File: src/rtl/uart_pkg.sv
// Shared UART definitions: parity modes, FSM state encodings and the parity helper.
package uart_pkg;

    localparam int PARITY_NONE = 0;
    localparam int PARITY_EVEN = 1;
    localparam int PARITY_ODD  = 2;

    typedef enum logic [2:0] {
        TX_IDLE,
        TX_START,
        TX_DATA,
        TX_PARITY,
        TX_STOP
    } tx_state_t;

    typedef enum logic [2:0] {
        RX_IDLE,
        RX_START,
        RX_DATA,
        RX_PARITY,
        RX_STOP,
        RX_BREAK
    } rx_state_t;

    // Parity over the low nbits of data; odd mode inverts the even result.
    function automatic logic parity_bit(input logic [7:0] data, input int nbits, input int mode);
        logic p;
        p = (mode == PARITY_ODD);
        for (int i = 0; i < 8; i++) begin
            if (i < nbits) begin
                p = p ^ data[i];
            end
        end
        return p;
    endfunction

endpackage

File: src/rtl/uart_sync_fifo.sv
// Single-clock FIFO with a registered head word; a write into an emptying FIFO bypasses memory.
module uart_sync_fifo #(
    parameter int WIDTH = 10,
    parameter int DEPTH = 16
) (
    input  logic             clk,
    input  logic             rst,
    input  logic             wr_en,
    input  logic [WIDTH-1:0] wr_data,
    input  logic             rd_en,
    output logic [WIDTH-1:0] rd_data,
    output logic             valid,
    output logic             overflow
);

    localparam int AW = (DEPTH > 1) ? $clog2(DEPTH) : 1;

    logic [WIDTH-1:0] mem [DEPTH];
    logic [AW-1:0]    wr_ptr_reg;
    logic [AW-1:0]    rd_ptr_reg;
    logic [AW-1:0]    rd_ptr_next;
    logic [AW:0]      count_reg;
    logic [WIDTH-1:0] head_reg;
    logic             empty;
    logic             full;
    logic             do_pop;
    logic             do_push;

    assign empty       = (count_reg == '0);
    assign full        = (count_reg == (AW+1)'(DEPTH));
    assign do_pop      = rd_en && !empty;
    // A simultaneous pop frees the slot before the push lands, so full+pop is not an overflow.
    assign do_push     = wr_en && (!full || do_pop);
    assign overflow    = wr_en && full && !do_pop;
    assign rd_ptr_next = do_pop ? rd_ptr_reg + AW'(1) : rd_ptr_reg;

    always_ff @(posedge clk) begin
        if (do_push) begin
            mem[wr_ptr_reg] <= wr_data;
        end
    end

    always_ff @(posedge clk) begin
        if (rst) begin
            head_reg <= '0;
        end else if (do_push && (wr_ptr_reg == rd_ptr_next)) begin
            head_reg <= wr_data;
        end else begin
            head_reg <= mem[rd_ptr_next];
        end
    end

    always_ff @(posedge clk) begin
        if (rst) begin
            wr_ptr_reg <= '0;
            rd_ptr_reg <= '0;
            count_reg  <= '0;
        end else begin
            rd_ptr_reg <= rd_ptr_next;
            if (do_push) begin
                wr_ptr_reg <= wr_ptr_reg + AW'(1);
            end
            if (do_push && !do_pop) begin
                count_reg <= count_reg + (AW+1)'(1);
            end else if (do_pop && !do_push) begin
                count_reg <= count_reg - (AW+1)'(1);
            end
        end
    end

    assign rd_data = head_reg;
    assign valid   = !empty;

endmodule

File: src/rtl/uart_cfg.sv
// Configurable UART: runtime baud divisor, 5-8 data bits, optional parity, 1/2 stop bits,
// 16x oversampled majority-vote receiver feeding an RX FIFO with per-word error flags.
module uart_cfg
    import uart_pkg::*;
#(
    parameter int DATA_BITS  = 8,
    parameter int PARITY     = 0,
    parameter int STOP_BITS  = 1,
    parameter int OVERSAMPLE = 16,
    parameter int DIV_W      = 16,
    parameter int FIFO_DEPTH = 16
) (
    input  logic                 clk,
    input  logic                 rst,
    input  logic [DIV_W-1:0]     baud_div,
    input  logic                 rx,
    output logic                 tx,
    input  logic                 tx_valid,
    output logic                 tx_ready,
    input  logic [DATA_BITS-1:0] tx_data,
    output logic                 tx_busy,
    output logic                 rx_valid,
    input  logic                 rx_ready,
    output logic [DATA_BITS-1:0] rx_data,
    output logic                 rx_frame_err,
    output logic                 rx_parity_err,
    output logic                 rx_overrun,
    output logic                 rx_busy
);

    localparam int OS_W  = $clog2(2 * OVERSAMPLE);
    localparam int BIT_W = $clog2(DATA_BITS);

    localparam logic [OS_W-1:0]  OS_LAST   = OS_W'(OVERSAMPLE - 1);
    localparam logic [OS_W-1:0]  STOP_LAST = OS_W'(STOP_BITS * OVERSAMPLE - 1);
    localparam logic [OS_W-1:0]  MID_A     = OS_W'(OVERSAMPLE / 2 - 1);
    localparam logic [OS_W-1:0]  MID_B     = OS_W'(OVERSAMPLE / 2);
    localparam logic [OS_W-1:0]  MID_C     = OS_W'(OVERSAMPLE / 2 + 1);
    localparam logic [BIT_W-1:0] BIT_LAST  = BIT_W'(DATA_BITS - 1);

    logic [DIV_W-1:0] div_m1;
    assign div_m1 = (baud_div == '0) ? '0 : baud_div - DIV_W'(1);

    // ---------------- transmitter ----------------
    tx_state_t            tx_state_reg;
    logic                 tx_reg;
    logic                 tx_ready_reg;
    logic                 tx_busy_reg;
    logic [DIV_W-1:0]     tx_cnt_reg;
    logic [OS_W-1:0]      tx_os_reg;
    logic [BIT_W-1:0]     tx_bit_reg;
    logic [DATA_BITS-1:0] tx_shift_reg;
    logic                 tx_par_reg;
    logic                 tx_accept;
    logic                 tx_tick;

    assign tx_accept = tx_valid && tx_ready_reg;
    assign tx_tick   = (tx_cnt_reg == '0) && (tx_state_reg != TX_IDLE);

    always_ff @(posedge clk) begin
        if (rst) begin
            tx_state_reg <= TX_IDLE;
            tx_reg       <= 1'b1;
            tx_ready_reg <= 1'b1;
            tx_busy_reg  <= 1'b0;
            tx_cnt_reg   <= div_m1;
            tx_os_reg    <= '0;
            tx_bit_reg   <= '0;
            tx_shift_reg <= '0;
            tx_par_reg   <= 1'b0;
        end else begin
            if (tx_accept || (tx_cnt_reg == '0)) begin
                tx_cnt_reg <= div_m1;
            end else begin
                tx_cnt_reg <= tx_cnt_reg - DIV_W'(1);
            end
            case (tx_state_reg)
                TX_IDLE: begin
                    if (tx_valid) begin
                        tx_state_reg <= TX_START;
                        tx_reg       <= 1'b0;
                        tx_ready_reg <= 1'b0;
                        tx_busy_reg  <= 1'b1;
                        tx_shift_reg <= tx_data;
                        tx_par_reg   <= parity_bit(8'(tx_data), DATA_BITS, PARITY);
                        tx_os_reg    <= '0;
                    end
                end
                TX_START: begin
                    if (tx_tick) begin
                        if (tx_os_reg == OS_LAST) begin
                            tx_os_reg    <= '0;
                            tx_bit_reg   <= '0;
                            tx_state_reg <= TX_DATA;
                            tx_reg       <= tx_shift_reg[0];
                        end else begin
                            tx_os_reg <= tx_os_reg + OS_W'(1);
                        end
                    end
                end
                TX_DATA: begin
                    if (tx_tick) begin
                        if (tx_os_reg == OS_LAST) begin
                            tx_os_reg <= '0;
                            if (tx_bit_reg == BIT_LAST) begin
                                if (PARITY != PARITY_NONE) begin
                                    tx_state_reg <= TX_PARITY;
                                    tx_reg       <= tx_par_reg;
                                end else begin
                                    tx_state_reg <= TX_STOP;
                                    tx_reg       <= 1'b1;
                                end
                            end else begin
                                tx_bit_reg   <= tx_bit_reg + BIT_W'(1);
                                tx_shift_reg <= tx_shift_reg >> 1;
                                tx_reg       <= tx_shift_reg[1];
                            end
                        end else begin
                            tx_os_reg <= tx_os_reg + OS_W'(1);
                        end
                    end
                end
                TX_PARITY: begin
                    if (tx_tick) begin
                        if (tx_os_reg == OS_LAST) begin
                            tx_os_reg    <= '0;
                            tx_state_reg <= TX_STOP;
                            tx_reg       <= 1'b1;
                        end else begin
                            tx_os_reg <= tx_os_reg + OS_W'(1);
                        end
                    end
                end
                TX_STOP: begin
                    if (tx_tick) begin
                        if (tx_os_reg == STOP_LAST) begin
                            tx_os_reg    <= '0;
                            tx_state_reg <= TX_IDLE;
                            tx_ready_reg <= 1'b1;
                            tx_busy_reg  <= 1'b0;
                        end else begin
                            tx_os_reg <= tx_os_reg + OS_W'(1);
                        end
                    end
                end
                default: begin
                    tx_state_reg <= TX_IDLE;
                    tx_reg       <= 1'b1;
                    tx_ready_reg <= 1'b1;
                    tx_busy_reg  <= 1'b0;
                end
            endcase
        end
    end

    assign tx       = tx_reg;
    assign tx_ready = tx_ready_reg;
    assign tx_busy  = tx_busy_reg;

    // ---------------- receiver ----------------
    rx_state_t            rx_state_reg;
    logic                 rx_meta_reg;
    logic                 rx_sync_reg;
    logic                 rx_prev_reg;
    logic [DIV_W-1:0]     rx_cnt_reg;
    logic [OS_W-1:0]      rx_os_reg;
    logic [BIT_W-1:0]     rx_bit_reg;
    logic [DATA_BITS-1:0] rx_shift_reg;
    logic                 rx_s0_reg;
    logic                 rx_s1_reg;
    logic                 rx_perr_reg;
    logic                 rx_push_reg;
    logic [DATA_BITS+1:0] rx_push_data_reg;
    logic                 start_edge;
    logic                 rx_tick;
    logic                 majority;

    assign start_edge = rx_prev_reg && !rx_sync_reg;
    assign rx_tick    = (rx_cnt_reg == '0) && (rx_state_reg != RX_IDLE) && (rx_state_reg != RX_BREAK);
    // Third sample is the live synchronised line at the last of the three mid-bit ticks.
    assign majority   = (rx_s0_reg & rx_s1_reg) | (rx_s0_reg & rx_sync_reg) | (rx_s1_reg & rx_sync_reg);

    always_ff @(posedge clk) begin
        if (rst) begin
            rx_meta_reg <= 1'b1;
            rx_sync_reg <= 1'b1;
            rx_prev_reg <= 1'b1;
        end else begin
            rx_meta_reg <= rx;
            rx_sync_reg <= rx_meta_reg;
            rx_prev_reg <= rx_sync_reg;
        end
    end

    always_ff @(posedge clk) begin
        if (rst) begin
            rx_state_reg     <= RX_IDLE;
            rx_cnt_reg       <= div_m1;
            rx_os_reg        <= '0;
            rx_bit_reg       <= '0;
            rx_shift_reg     <= '0;
            rx_s0_reg        <= 1'b1;
            rx_s1_reg        <= 1'b1;
            rx_perr_reg      <= 1'b0;
            rx_push_reg      <= 1'b0;
            rx_push_data_reg <= '0;
        end else begin
            rx_push_reg <= 1'b0;
            if (((rx_state_reg == RX_IDLE) && start_edge) || (rx_cnt_reg == '0)) begin
                rx_cnt_reg <= div_m1;
            end else begin
                rx_cnt_reg <= rx_cnt_reg - DIV_W'(1);
            end
            case (rx_state_reg)
                RX_IDLE: begin
                    if (start_edge) begin
                        rx_state_reg <= RX_START;
                        rx_os_reg    <= '0;
                        rx_perr_reg  <= 1'b0;
                    end
                end
                RX_BREAK: begin
                    if (rx_sync_reg) begin
                        rx_state_reg <= RX_IDLE;
                    end
                end
                default: begin
                    if (rx_tick) begin
                        rx_os_reg <= (rx_os_reg == OS_LAST) ? '0 : rx_os_reg + OS_W'(1);
                        if (rx_os_reg == MID_A) begin
                            rx_s0_reg <= rx_sync_reg;
                        end
                        if (rx_os_reg == MID_B) begin
                            rx_s1_reg <= rx_sync_reg;
                        end
                        if (rx_os_reg == MID_C) begin
                            case (rx_state_reg)
                                RX_START: begin
                                    if (majority) begin
                                        rx_state_reg <= RX_IDLE;
                                    end
                                end
                                RX_DATA:   rx_shift_reg <= {majority, rx_shift_reg[DATA_BITS-1:1]};
                                RX_PARITY: rx_perr_reg  <= (majority != parity_bit(8'(rx_shift_reg), DATA_BITS, PARITY));
                                RX_STOP: begin
                                    rx_push_reg      <= 1'b1;
                                    rx_push_data_reg <= {rx_perr_reg, !majority, rx_shift_reg};
                                    rx_state_reg     <= majority ? RX_IDLE : RX_BREAK;
                                end
                                default: ;
                            endcase
                        end
                        if (rx_os_reg == OS_LAST) begin
                            case (rx_state_reg)
                                RX_START: begin
                                    rx_state_reg <= RX_DATA;
                                    rx_bit_reg   <= '0;
                                end
                                RX_DATA: begin
                                    if (rx_bit_reg == BIT_LAST) begin
                                        rx_state_reg <= (PARITY != PARITY_NONE) ? RX_PARITY : RX_STOP;
                                    end else begin
                                        rx_bit_reg <= rx_bit_reg + BIT_W'(1);
                                    end
                                end
                                RX_PARITY: rx_state_reg <= RX_STOP;
                                default: ;
                            endcase
                        end
                    end
                end
            endcase
        end
    end

    assign rx_busy = (rx_state_reg != RX_IDLE);

    uart_sync_fifo #(
        .WIDTH (DATA_BITS + 2),
        .DEPTH (FIFO_DEPTH)
    ) u_rx_fifo (
        .clk      (clk),
        .rst      (rst),
        .wr_en    (rx_push_reg),
        .wr_data  (rx_push_data_reg),
        .rd_en    (rx_ready),
        .rd_data  ({rx_parity_err, rx_frame_err, rx_data}),
        .valid    (rx_valid),
        .overflow (rx_overrun)
    );

endmodule
File: config.mk
export PLATFORM = sky130hd
export DESIGN_NAME = uart_cfg
export DESIGN_NICKNAME = d
export VERILOG_FILES = /design/src/rtl/uart_pkg.sv /design/src/rtl/uart_sync_fifo.sv /design/src/rtl/uart_cfg.sv
export SDC_FILE = /design/constraint.sdc
export NUM_CORES = 1
export LEC_CHECK = 0
export ABC_AREA = 1
export BUFFER_PORTS_ARGS = -buffer_cell sky130_fd_sc_hd__buf_2
export CAP_MARGIN = 20
export CORE_ASPECT_RATIO = 1.1
export CORE_UTILIZATION = 38
export DETAILED_ROUTE_END_ITERATION = 6
export GPL_ROUTABILITY_DRIVEN = 0
export GPL_TIMING_DRIVEN = 1
export PLACE_DENSITY_LB_ADDON = 0.1
export SYNTH_ARGS = -nofsm -noshare
export SYNTH_HDL_FRONTEND = slang
export SYNTH_SLANG_ARGS = --single-unit
File: constraint.sdc
create_clock -name clk -period 2.6 [get_ports clk]
set_input_delay 0.13 -clock clk [delete_from_list [all_inputs] [get_ports clk]]
set_output_delay 0.13 -clock clk [all_outputs]
set_load 0.02 [all_outputs]
Word-level counts from Yosys, hierarchy flattened
Memory sizes are Yosys's and may differ from the RTL's. A register that Yosys moved wholly into a read port is not among the register bits.
Index checks and enable logic that the tools add are counted.
{ "word_totals": {"ff_bits": 103, "latchBits": 0, "mem_bits_rw": 160, "mem_bits_ro": 0, "input_bits": 29, "output_inout_bits": 16, "elab_cells": 255, "mem_count": 1} }
{ "memory_table": {"columns": ["name", "words", "word_bits", "rd", "rd_ports_with_merged_regs", "wr", "line_no", "text"], "rows": [
  ["u_rx_fifo.mem", 16, 10, 1, 1, 1, "uart_sync_fifo.sv:18", "logic [WIDTH-1:0] mem [DEPTH];"]
]} }
{ "classes": {"addsub": 11, "mul": 0, "div_mod_pow": 0, "magnitude_cmp": 0, "eq_ne": 34, "shift": 0, "mux": 111, "bitwise_logic": 18, "n_reduce_logical": 56} }
{ "ops": {"columns": ["cell", "n"], "rows": [
  ["$mux 16", 5],
  ["$mux 3", 22],
  ["$mux 1", 58],
  ["$logic_not 16->1", 3],
  ["$sub 16x1->16 const B", 3],
  ["$mux 5", 8],
  ["$mux 8", 4],
  ["$ne 2x2->1 const B", 14],
  ["$pmux 3 s2", 4],
  ["$eq 5x4->1 const B", 4],
  ["$pmux 5 s2", 2],
  ["$pmux 8 s2", 1],
  ["$reduce_bool 2->1", 8],
  ["$add 5x1->5 const B", 3],
  ["$eq 3x3->1 const B", 5],
  ["$pmux 3 s5", 1],
  ["$reduce_and 3->1", 5],
  ["$reduce_and 5->1", 3],
  ["$eq 3x2->1 const B", 4],
  ["$logic_and 1x1->1", 12],
  ["$reduce_and 4->1", 3],
  ["$reduce_and 10->1", 1],
  ["$pmux 3 s3", 1],
  ["$reduce_bool 3->1", 3],
  ["27 further kinds", 53]
]} }

Longest topological paths before layout
{ "depth": {"word_depth": 53, "ltp_mapped": 15, "mapped_depth_nobuf": 14} }

Modules after synthesis
Synthesis repeated with hierarchy kept, for this count alone.
{ "hier_totals": {"hier_cells": 1588, "area_unflattened_um2": 13540.5} }
{ "by_module_without_submodules": {"columns": ["mod", "instances", "cells_each", "area_per_inst_um2", "seq_area_each_um2"], "rows": [
  ["uart_sync_fifo", 1, 822, 8328.0, 5265.0],
  ["uart_cfg", 1, 766, 5212.5, 1801.7]
]} }

Worst setup path after synthesis
Ideal clock, no wire load.
{ "synth_timing": {"path_kind": "reg2reg", "from": "register u_rx_fifo.count_reg[1]", "to": "register u_rx_fifo.count_reg[4]", "setup_time_ps": 119, "t_arrival_ps": 2210, "t_required_ps": 2481, "setup_slack_ps": 271, "stages_incl_launch_ff": 15, "path_buffers": 0, "synth_period_minus_slack_ps": 2329, "path_cell_list": "dfxtp_1 > nor2_2 > nand2_1 > nor3_1 > nor2_2 > ha_1 > inv_1 > fa_1 > a21o_1 > a21oi_1 > nor2_1 > nor2_1 > nand2_1 > o21ai_0 > a21oi_1"} }
{ "synth_via": {"elab_chain_cells": 8, "elab_cells_between_ends": 16, "classes_between": "add/sub: 2; eq/ne: 1; mux: 2; reduce/logical: 11"} }
{ "synth_rtl": {"columns": ["item", "line_no", "text"], "rows": [
  ["from (decl)", "uart_sync_fifo.sv:22", "logic [AW:0] count_reg;"],
  ["from (signal assigned)", "uart_sync_fifo.sv:64", "count_reg <= count_reg + (AW+1)'(1);"],
  ["from (signal assigned)", "uart_sync_fifo.sv:66", "count_reg <= count_reg - (AW+1)'(1);"],
  ["$logic_not 5->1", "uart_sync_fifo.sv:29", "assign empty = (count_reg == '0);"],
  ["$logic_not 1->1", "uart_sync_fifo.sv:31", "assign do_pop = rd_en && !empty;"],
  ["$logic_and 1x1->1", "uart_sync_fifo.sv:31", null],
  ["$logic_or 1x1->1 (*)", "uart_sync_fifo.sv:33", "assign do_push = wr_en && (!full || do_pop);"],
  ["$logic_and 1x1->1 (*)", "uart_sync_fifo.sv:33", null],
  ["via u_rx_fifo.do_push", "uart_sync_fifo.sv:27", "logic do_push;"],
  ["$logic_not 1->1", "uart_sync_fifo.sv:65", "end else if (do_pop && !do_push) begin"],
  ["$logic_and 1x1->1", "uart_sync_fifo.sv:65", null],
  ["$reduce_bool 2->1 (no line)", null, null]
]} }
The timed path passes the listed nets; every way through them passes the cells marked *. The select of a mux whose other input is x is not followed.
A chain may end at the register's enable or synchronous reset.

Final worst setup path
{ "layout_timing": {"from": "register u_rx_fifo.count_reg[0]", "to": "register u_rx_fifo.count_reg[4]"} }
The elaborated chain is that of the path after synthesis.

==> qor.txt <==
Critical path's largest stage delay: 0.35 ns
Pin count of the biggest net entering global routing: 82
Unrepaired setup endpoints after global routing: no
Maximum root-to-sink buffer count: 3
Register cell area after layout: 7067 um^2
Worst Skew: 0.01131 ns
Total Routing Usage GR: 18.71%
Combinational family with the most area after synthesis: simple AND/OR/NAND/NOR gates
Post-Synthesis Cells: 1518
Total negative slack for setup checks: 0 ns
Total area of multi-input combinational cells: 4923 um^2
Mean Syn Cell Area: 8.668 um^2
Peak fanout along the critical path: 4
Sort of element at the end of the critical path: flip-flop
Final setup violating endpoints: 0
Power per cell area: 891.0 nW/um^2
Count of port buffers added during placement: 44
Filler cell count in the final layout: 3421
Layout Cells excl Fill: 2052
CTS clock-pin slew for the worst setup and hold paths: 0.06 ns
Number of diodes: 0
Fraction of the cycle the final worst path needs: 90.70%
Net count of the finished layout: 1643
# IOs: 45
Worst slack after detailed placement: 0.1884 ns
Number of distinct library cells after synthesis: 51
Critical path class: reg2reg
Antenna violations before repair: 0
Status: finished clean
Area share of and/or/nand/nor cells after synthesis: 25.47%
Vert. Die Dim: 197.2 um
Async S/R FF share, synth: 0%
Standard cell area after detailed placement: 13980 um^2
Global route total overflow: 0
Share of synthesized area occupied by flip-flops and latches: 53.71%
Minimum period implied by the final worst setup slack: 2.358 ns
FF-to-FF Start: u_rx_fifo.count_reg[0]
Synth Area in XOR/XNOR: 2.463%
Final critical-path setup slack: 0.2419 ns
Buffer type at the clock tree root: clkbuf_16
Share of the synthesized area in the top cell type: 36.52%
Fraction of the mapped netlist area in compound gates: 7.103%
Detailed-route DRC error count: 0
Number of optimization iterations in the first detailed-route pass: 7
Netlist Area Pre-Place: 13160 um^2
Remaining max-slew budget at the tightest pin: 32.64%
Capture point of the worst reg-to-reg path: u_rx_fifo.count_reg[4]
Total CTS buffers: 30
Setup slack, reg-to-reg: 0.24 ns
Post-synthesis cell type with the largest combined area: edfxtp_1
Initial core utilization: 38.57%
Synthesized-area fraction occupied by adder cells: 2.339%
Number of max-capacitance violations reported: 0
Vias per std cell: 4.862
Crit path buffers/inverters: 1
Num rows: 71
Count of final hold-check violations: 0
Worst path arrival time: 2.79 ns
Max Freq: 424.1 MHz
Worst path top cell family by delay: simple AND/OR/NAND/NOR gates
Routed Antenna Nets: 0
Final Max Tran Viols: 0
Number of global-route vias before repair: 9832
Total clock sinks: 273
Ranking of synthesized cells by area: edfxtp_1 (37%), dfxtp_1 (17%), nand3_1 (8.8%)
Level count of the clock H-tree: 1
Placeable core area: 34110 um^2
Number of warnings issued by yosys: 0
Number of design-rule violations left by the first detailed-router iteration: 658
VDD IR-drop max: 0.5259 mV
Required arrival time at the worst endpoint: 3.04 ns
Share of cells above drive strength 1: 11.15%
Instance count after placement with tap cells included: 1979
Routed WL per cell: 15.78 um
Ordered list of cells on the worst path: nor2_2 -> nand2_1 -> nor3_1 -> nor2_2 -> ha_1 -> inv_1 -> ha_1 -> a21o_1 -> a21oi_2 -> nor2_1 -> nor2_1 -> nand2_1 -> o21ai_1 -> a21oi_1
Class of the most critical hold timing path: in2reg
Leakage component of the power: 0.006582 uW
Horiz. Die Dim: 179.4 um
Startpoint types: flip-flop
Skew-Pair Late Insertion Delay: 0.56 ns
Hold_sp: baud_div[12]
Design Area, Final: 15170 um^2
Main flop type after synthesis: edfxtp_1
Mux contribution to synthesized area: 0%
HPWL after detailed placement: 20920 um
DIE AREA: 35370 um^2
Worst hold path depth: 4
Cells on worst reg2reg path: 14
Wire length of the first global-routing pass: 52760 um
Transition time at the pin with the least slew margin: 1.009 ns
Area added between synthesis and finish: 15.27%
Slowest CP cell: dfxtp_1
Net count of the mapped netlist: 1571
WHS Endpoint: rx_cnt_reg[12]
Largest register FFs: 160
Synthesis-stage register bit count: 273
Power Total: 13510 uW
Final WL: 32380 um
Total number of vias: 9977
Number of flops mapped to enable cells by yosys: 160
Clock tree from TritonCTS: done
## worst reg2reg max path: stages (launching register included)
cell and delay, ns:
dfxtp_1 0.35, nor2_2 0.16, nand2_1 0.09, nor3_1 0.18, nor2_2 0.06, ha_1 0.20
inv_1 0.16, ha_1 0.31, a21o_1 0.21, a21oi_2 0.13, nor2_1 0.05, nor2_1 0.08
nand2_1 0.08, o21ai_1 0.13, a21oi_1 0.05
## how the worst max path moves through the flow
| stage | startpoint | to | depth (start not counted) |
|---|---|---|---|
| 6_report | u_rx_fifo.count_reg[0] | u_rx_fifo.count_reg[4] | 14 |
| 4_1_cts | u_rx_fifo.count_reg[0] | u_rx_fifo.count_reg[4] | 13 |
| 3_5_place_dp | u_rx_fifo.count_reg[0] | u_rx_fifo.count_reg[4] | 13 |
| 2_1_floorplan | u_rx_fifo.count_reg[1] | u_rx_fifo.count_reg[4] | 14 |
| 3_3_place_gp | u_rx_fifo.count_reg[0] | u_rx_fifo.count_reg[4] | 13 |
| 5_1_grt | u_rx_fifo.count_reg[0] | u_rx_fifo.count_reg[4] | 14 |
## Yosys cell counts (all sizes together), types with 2 or more instances
cell,instances
nor2,147
clkbuf,20
edfxtp,160
nand3b,40
nand2,251
or2,8
buf,38
nor4,4
xor2,25
inv,240
o211a,2
a21o,4
a21oi,55
nand4,11
o21ai,85
a211oi,11
xnor2,12
dfxtp,113
nand3,234
ha,23
nor3,20
o211ai,2
## area by class of cell
type                            count  area share (%)
Timing Repair Buffer               98           4.719
Sequential cell                   273           46.59
Tap cell                          438           3.613
Clock buffer                       37           5.395
Clock inverter                     19           1.254
Inverter                          241           5.964
Multi-Input combinational cell    946           32.46
## layer usage
layer	GRT usage, %	up-vias	wire, um
li1	-	5154	-
met3	2.157	41	1083
met5	0	-	0
met2	32.35	167	15020
met1	24.86	4615	15520
met4	5.013	0	751
## where the power goes
group | switching (uW) | internal [uW]
clock | 1710 | 2610
combinational | 2830 | 1310
sequential | 207 | 4840
## cell usage in the layout, fill, tap and decap left out, types with 23 or more instances in the layout
| cell type | netlist | routed |
|---|---|---|
| a21oi_1 | 52 | 51 |
| xor2_1 | 25 | 25 |
| o21ai_0 | 79 | 78 |
| nor2_1 | 136 | 136 |
| nand2_1 | 242 | 242 |
| buf_2 | 32 | 44 |
| nand3_1 | 231 | 231 |
| dfxtp_1 | 113 | 113 |
| nand3b_1 | 40 | 40 |
| clkbuf_16 | 0 | 31 |
| edfxtp_1 | 160 | 160 |
| inv_1 | 229 | 229 |
| buf_4 | 1 | 34 |
| ha_1 | 23 | 23 |
## what timing repair did
item,in CTS,in global routing
hold endpoints to repair,22,0
endpoints found under the setup margin,0,1
hold buffers,16,0
setup buffers,0,1
gates resized for setup,0,3
## per-stage QoR
step	utilization (%)	hold slack (ns)
2_1_floorplan	-	0.2338
3_3_place_gp	41.00	0.3146
3_5_place_dp	41.00	0.3166
4_1_cts	44.42	0.0001415
5_1_grt	44.46	0.03448
6_report	44.46	0.02215
## logic make-up after synthesis
logic type      count (synthesis)
simple gates                  717
buf+inv                       299
flops                         273
compound gates                168
xor+xnor                       37
fa+ha+maj                      24
Power figures use the tool's default switching activity.
